--- src/rtl/fp_loader_pkg.sv ---
// Shared types and constants for the byte-serial FP operand loader.
package fp_loader_pkg;

    typedef enum logic [1:0] {
        LOAD_A,
        LOAD_B,
        HOLD
    } state_e;

    typedef enum logic [1:0] {
        FP_NORMAL = 2'd0,
        FP_ZERO   = 2'd1,
        FP_INF    = 2'd2,
        FP_NAN    = 2'd3
    } fp_class_e;

    localparam logic [7:0]  EXP_MAX        = 8'hFF;
    localparam int unsigned EXP_BIAS       = 127;
    localparam int unsigned BYTES_PER_WORD = 4;

    // Denormals are reported as zero because the multiplier flushes them.
    function automatic fp_class_e fp_class_of(input logic [7:0] exp, input logic [22:0] frac);
        if (exp == 8'h00) begin
            return FP_ZERO;
        end else if (exp == EXP_MAX) begin
            return (frac == 23'd0) ? FP_INF : FP_NAN;
        end
        return FP_NORMAL;
    endfunction

endpackage

--- src/rtl/fp_classify.sv ---
// Combinational IEEE-754 single-precision operand classifier (sign ignored).
module fp_classify
    import fp_loader_pkg::*;
(
    input  logic [31:0] word_i,
    output logic [1:0]  cls_o
);

    logic      unused_sign;
    fp_class_e cls;

    assign unused_sign = word_i[31];

    always_comb begin
        cls = fp_class_of(word_i[30:23], word_i[22:0]);
    end

    assign cls_o = cls;

endmodule

--- src/rtl/fp_operand_loader.sv ---
// Assembles operand pairs A/B from an MSB-first byte stream and holds them for the multiplier.
// Optional macro OPERAND_CLASS_EN adds registered classA/classB outputs.
module fp_operand_loader
    import fp_loader_pkg::*;
(
    input  logic        clk,
    input  logic        reset,
    input  logic [7:0]  in_data,
    input  logic        in_valid,
    output logic        in_ready,
    output logic [31:0] dataA,
    output logic [31:0] dataB,
    output logic        out_valid,
    input  logic        out_ready,
    output logic [7:0]  pair_count
`ifdef OPERAND_CLASS_EN
    ,
    output logic [1:0]  classA,
    output logic [1:0]  classB
`endif
);

    localparam logic [1:0] LastIdx = 2'(BYTES_PER_WORD - 1);

    state_e      state_q;
    logic [1:0]  idx_q;
    logic [31:0] data_a_q;
    logic [31:0] data_b_q;
    logic        out_valid_q;
    logic [7:0]  pair_count_q;
    logic        accept;
    logic [31:0] data_b_next;

    assign in_ready    = (state_q != HOLD);
    assign accept      = in_valid && in_ready;
    assign data_b_next = {data_b_q[23:0], in_data};

`ifdef OPERAND_CLASS_EN
    logic [1:0] class_a_q;
    logic [1:0] class_b_q;
    logic [1:0] class_a_next;
    logic [1:0] class_b_next;

    // B is classified from its completed value, including the byte arriving this edge.
    fp_classify u_classify_a (
        .word_i (data_a_q),
        .cls_o  (class_a_next)
    );

    fp_classify u_classify_b (
        .word_i (data_b_next),
        .cls_o  (class_b_next)
    );

    assign classA = class_a_q;
    assign classB = class_b_q;
`endif

    always_ff @(posedge clk) begin
        if (reset) begin
            state_q      <= LOAD_A;
            idx_q        <= 2'd0;
            data_a_q     <= 32'd0;
            data_b_q     <= 32'd0;
            out_valid_q  <= 1'b0;
            pair_count_q <= 8'd0;
`ifdef OPERAND_CLASS_EN
            class_a_q    <= 2'd0;
            class_b_q    <= 2'd0;
`endif
        end else begin
            unique case (state_q)
                LOAD_A: begin
                    if (accept) begin
                        data_a_q <= {data_a_q[23:0], in_data};
                        idx_q    <= idx_q + 2'd1;
                        if (idx_q == LastIdx) begin
                            state_q <= LOAD_B;
                        end
                    end
                end
                LOAD_B: begin
                    if (accept) begin
                        data_b_q <= data_b_next;
                        idx_q    <= idx_q + 2'd1;
                        if (idx_q == LastIdx) begin
                            state_q     <= HOLD;
                            out_valid_q <= 1'b1;
`ifdef OPERAND_CLASS_EN
                            class_a_q   <= class_a_next;
                            class_b_q   <= class_b_next;
`endif
                        end
                    end
                end
                HOLD: begin
                    if (out_ready) begin
                        out_valid_q  <= 1'b0;
                        pair_count_q <= pair_count_q + 8'd1;
                        state_q      <= LOAD_A;
                    end
                end
                default: begin
                    state_q <= LOAD_A;
                end
            endcase
        end
    end

    assign dataA      = data_a_q;
    assign dataB      = data_b_q;
    assign out_valid  = out_valid_q;
    assign pair_count = pair_count_q;

endmodule

--- config.mk ---
export PLATFORM = sky130hd
export DESIGN_NAME = fp_operand_loader
export DESIGN_NICKNAME = d
export VERILOG_FILES = /design/src/rtl/fp_loader_pkg.sv /design/src/rtl/fp_classify.sv /design/src/rtl/fp_operand_loader.sv
export SDC_FILE = /design/constraint.sdc
export NUM_CORES = 1
export LEC_CHECK = 0
export BUFFER_PORTS_ARGS = -buffer_cell sky130_fd_sc_hd__buf_4
export CAP_MARGIN = 20
export CORE_MARGIN = 2
export CORE_UTILIZATION = 50
export DETAILED_ROUTE_END_ITERATION = 10
export GPL_TIMING_DRIVEN = 0
export PLACE_DENSITY = 0.78
export SYNTH_ARGS = -nofsm -noshare
export SYNTH_HDL_FRONTEND = slang
export SYNTH_SLANG_ARGS = --single-unit
--- constraint.sdc ---
create_clock -name clk -period 1.7 [get_ports clk]
set_clock_uncertainty 0.05 [all_clocks]
set_input_delay 0 -clock clk [delete_from_list [all_inputs] [get_ports clk]]
set_output_delay 0 -clock clk [all_outputs]
set_load 0.01 [all_outputs]
# == After elaboration in Yosys (flattened, before gate mapping) ==
# Cells that the tools add are included.
# classes
n_addsub,2
eq_ne,9
n_mux,10
reduce_logical,10
# op_table
op,n
2-bit != test (second input constant),6
2-bit two-way mux,5
8-bit by 1-bit adder with 8-bit output (second input constant),1
2-bit AND reduction,4
2-bit one-hot mux with 3 select lines,1
5-bit AND reduction,1
2-bit == test (second input constant),2
4-bit AND reduction,1
1-bit two-way mux,3
2-bit by 1-bit adder with 2-bit output (second input constant),1
2-bit by 1-bit == test with 1-bit output (second input constant),1
2-bit logical NOT,1
1-bit one-hot mux with 2 select lines,1
2-bit nonzero test,1
2-bit OR reduction,1
1-bit logical AND,1
# totals
ff_bits,77
output_inout_bits,74

# == Longest topological paths before layout ==
# logic_depth
word_depth,4
mapped_depth,6
depth_no_buf,4

# == Worst setup path before layout ==
# Ideal clock, no wire load.
# synth_timing
path_kind,register -> register
start,register pair_count_q[0] (netlist: pair_count[0])
end,register pair_count_q[6] (netlist: pair_count[6])
arrival_ns,1.276
setup_slack_ns,0.304
path_stages_with_launch,5
path_cell_list,dfxtp_1 -> ha_1 -> nand2_1 -> or4_1 -> a21oi_1
# synth_between
elab_chain_cells,1
# synth_lines
item,line_no,source
start: declaration,fp_operand_loader.sv:30,logic [7:0] pair_count_q;
start signal: assignment,fp_operand_loader.sv:99,pair_count_q <= pair_count_q + 8'd1;
8-bit by 1-bit adder with 8-bit output,fp_operand_loader.sv:99,
# No other way between the ends.
# A chain may end at the register's enable or synchronous reset.

# == Final worst setup path ==
# layout_timing
start,register state_q[1]
end,register data_b_q[12] (netlist: dataB[12])
# layout_between
elab_chain_cells,3
# layout_lines
item,line_no,source
start: declaration,fp_operand_loader.sv:25,state_e state_q;
start signal: assignment,fp_operand_loader.sv:61,state_q <= LOAD_A;
start signal: assignment,fp_operand_loader.sv:78,state_q <= LOAD_B;
start signal: assignment,fp_operand_loader.sv:87,state_q <= HOLD;
2-bit != test,fp_operand_loader.sv:34,assign in_ready = (state_q != HOLD);
1-bit logical AND,fp_operand_loader.sv:35,assign accept = in_valid && in_ready;
2-bit AND reduction (no line) (*),n/a,
end signal: assignment,fp_operand_loader.sv:84,data_b_q <= data_b_next;
end: declaration,fp_operand_loader.sv:28,logic [31:0] data_b_q;
# Mark *: on every way between the ends. The rest lies on a longest branch, timed or not.

==> metrics.yaml <==
status: "finished clean"
syn_area_per_cell_um2: 8.17
utilization_pct: 70.0
rows: 27
dpl.cell_count: 502
postCtsSetupBuffers: 0
hold_path_class: "input port to flip-flop"
cp_max_fo: 10
fin_cells: 526
mostFrequentLayoutCells: "nand2_1, buf_4, dfxtp_1"
grt_usage_pct: 23.2
grt_pass1_wl_um: 11300
dpl.hpwl_um: 5140
slew_violations: 0
place_congestion: 0.794
max_freq_ghz: 0.660
netlist_area_mm2: 0.00283
power_leakage_nw: 1.61
fin_crit_ns: 1.52
max-vdd-ir-drop_mv: 0.616
h-tree-depth: 3
synth_top_area_share_pct: 54.5
grt_antenna_before_repair: 0
vias: 2681
clock_path_buffers: 2
area_growth_pct: 35.5
viasPerCell: 5.10
gr-total-overflow: 0
synth_warnings: 0
die_area_mm2: 0.00627
rsz0062_at_grt: "no"
syn-num-nets: 360
coreArea_mm2: 0.00547
fin_crit_sh_pct: 89.1
wirelength_um: 7090
finalSetupTns_ns: 0
critPathArrivalTime_ns: 1.74
cts_buffers: 9
fin_nets: 463
power.total_mw: 3.41
worst_pin_slew_ns: 0.486
grt_pass1_vias: 2450
dieHeight_um: 79.2
clkTransAtPathRegs_ns: 0.07
yosysTopAreaCell: "dfxtp_1"
ant_nets: 0
power_density_mw_per_mm2: 889
synth_cell_type_count: 31
io_pins: 86
seq_area_frac_synth_pct: 54.5
yosys_register_bits: 77
cpPeakStageDelay_ns: 0.39
final_common_cell: "nand2_1"
synth_area_leaders: "dfxtp_1, nand2_1, a21oi_1"
drt_pass1_iterations: 5
cts_tree: "done"
drive_gt1_share_pct: 25.1
drc_errors: 0
syn_inst: 346
maxCapViolCount: 0
start_util_pct: 51.6
antenna_cells: 0
multi_input_area_mm2: 0.00117
slew_headroom_pct: 67.6
critPathRequiredTime_ns: 1.92
io_buffers: 84
initialDrtViolationCount: 121
wire_per_inst_um: 13.5
cp_slowest_cell: "clkbuf_1"
fill_cells: 469
r2r_slack_ns: 0.18
layout.area.seq_mm2: 0.00154
endpoint_kind: "flip-flop"
path_cells: "buf_6 > nand3b_1 > clkbuf_1 > nand2_1 > a21oi_1"
grt_max_degree: 13
root_buffer: "clkbuf_8"
worst_setup_path_start_kind: "flip-flop"
insertion_delay_ns: 0.34
cts_sinks: 77
finalHoldViolations: 0
finalSetupViolations: 0
crit_type: "flip-flop to flip-flop"
die_w_um: 79.2
## layer usage
layer / GRT usage [%] / vias to the layer above / share of wire (%)
li1: - / 1351 / -
met2: 38.5 / 71 / 51
met4: 10.0 / 0 / 1.5
met1: 28.2 / 1251 / 42
met3: 6.59 / 8 / 4.9
met5: 0 / - / 0
## path summary, 6_finish.rpt
kind         depth (start not counted)                       to                    start
min                                  4  state_q[1]$_SDFFE_PP0P_                 in_valid
min reg2reg                          2   dataA[29]$_SDFFE_PP0P_   dataA[29]$_SDFFE_PP0P_
max reg2reg                          5   dataB[12]$_SDFFE_PP0P_  state_q[1]$_SDFFE_PP0P_
max                                  5   dataB[12]$_SDFFE_PP0P_  state_q[1]$_SDFFE_PP0P_
## Yosys cell counts (all sizes together)
library cell and instances:
a2bb2oi 1, nand3b 3, buf 12, o31ai 3, nand4 1, nor3b 1
clkbuf 13, ha 2, nor2b 1, and3b 1, nand2 131, a31oi 1
or3b 1, xor2 2, inv 1, o22a 1, a21oi 70, nor3 1
dfxtp 77, or3 3, xnor2 1, nand2b 2, or4 3, nand3 2
o21ai 3, mux2i 2, nand4b 1, nor2 6
## power breakdown
part / switching (mW) / leakage (nW) / internal, mW / total, mW
Combinational: 0.118 / 0.888 / 0.0899 / 0.208
Clock: 0.638 / 0.103 / 0.709 / 1.35
Sequential: 0.0214 / 0.623 / 1.83 / 1.85
## timing repair
item                       in CTS  in global routing
resized for setup               0                  4
hold endpoints to repair       18                  0
setup endpoints to repair       0                  7
hold buffers                    9                  0
## cells by family (layout without fill, tap and decap cells)
logic type / after synthesis / after routing / share of synthesized area [%]
AOI/OAI and AO/OA: 79 / 79 / 14.6
xor gates and xnor gates: 3 / 3 / 0.930
adders and majority gates: 2 / 2 / 0.885
buffers and inverters: 26 / 134 / 4.16
DFF: 77 / 77 / 54.5
muxes: 2 / 2 / 0.708
and+or+nand+nor: 157 / 157 / 24.2
## state kept, by name (all words and copies together) (netlist names)
signal	flops
state_q	2
dataA	32
pair_count	8
out_valid	1
idx_q	2
dataB	32
## critical path: cells and delay by family, from the launching register on
kind	cells	cell delay, ns
simple gates	2	0.34
flops	1	0.36
compound gates	1	0.15
buf+inv	2	0.55
## cell type report
cell class	instances	area share (%)
buffer	24	3.04
clock buffer	11	3.69
clock inverter	5	1.31
inverter	1	0.0980
multi-input combinational	243	30.5
sequential	77	40.2
tap	72	2.35
timing repair buffer	93	18.8
## per-stage QoR
stage	hold slack (ns)	instance area, µm²	setup slack, ns
2_1_floorplan	0.0860	2830	0.304
3_3_place_gp	0.211	3550	0.194
3_5_place_dp	0.222	3550	0.163
4_1_cts	0.0108	3830	0.141
5_1_grt	0.0349	3830	0.00652
6_report	0.0307	3830	0.185
Note: power is estimated with default switching activity, not from simulation.
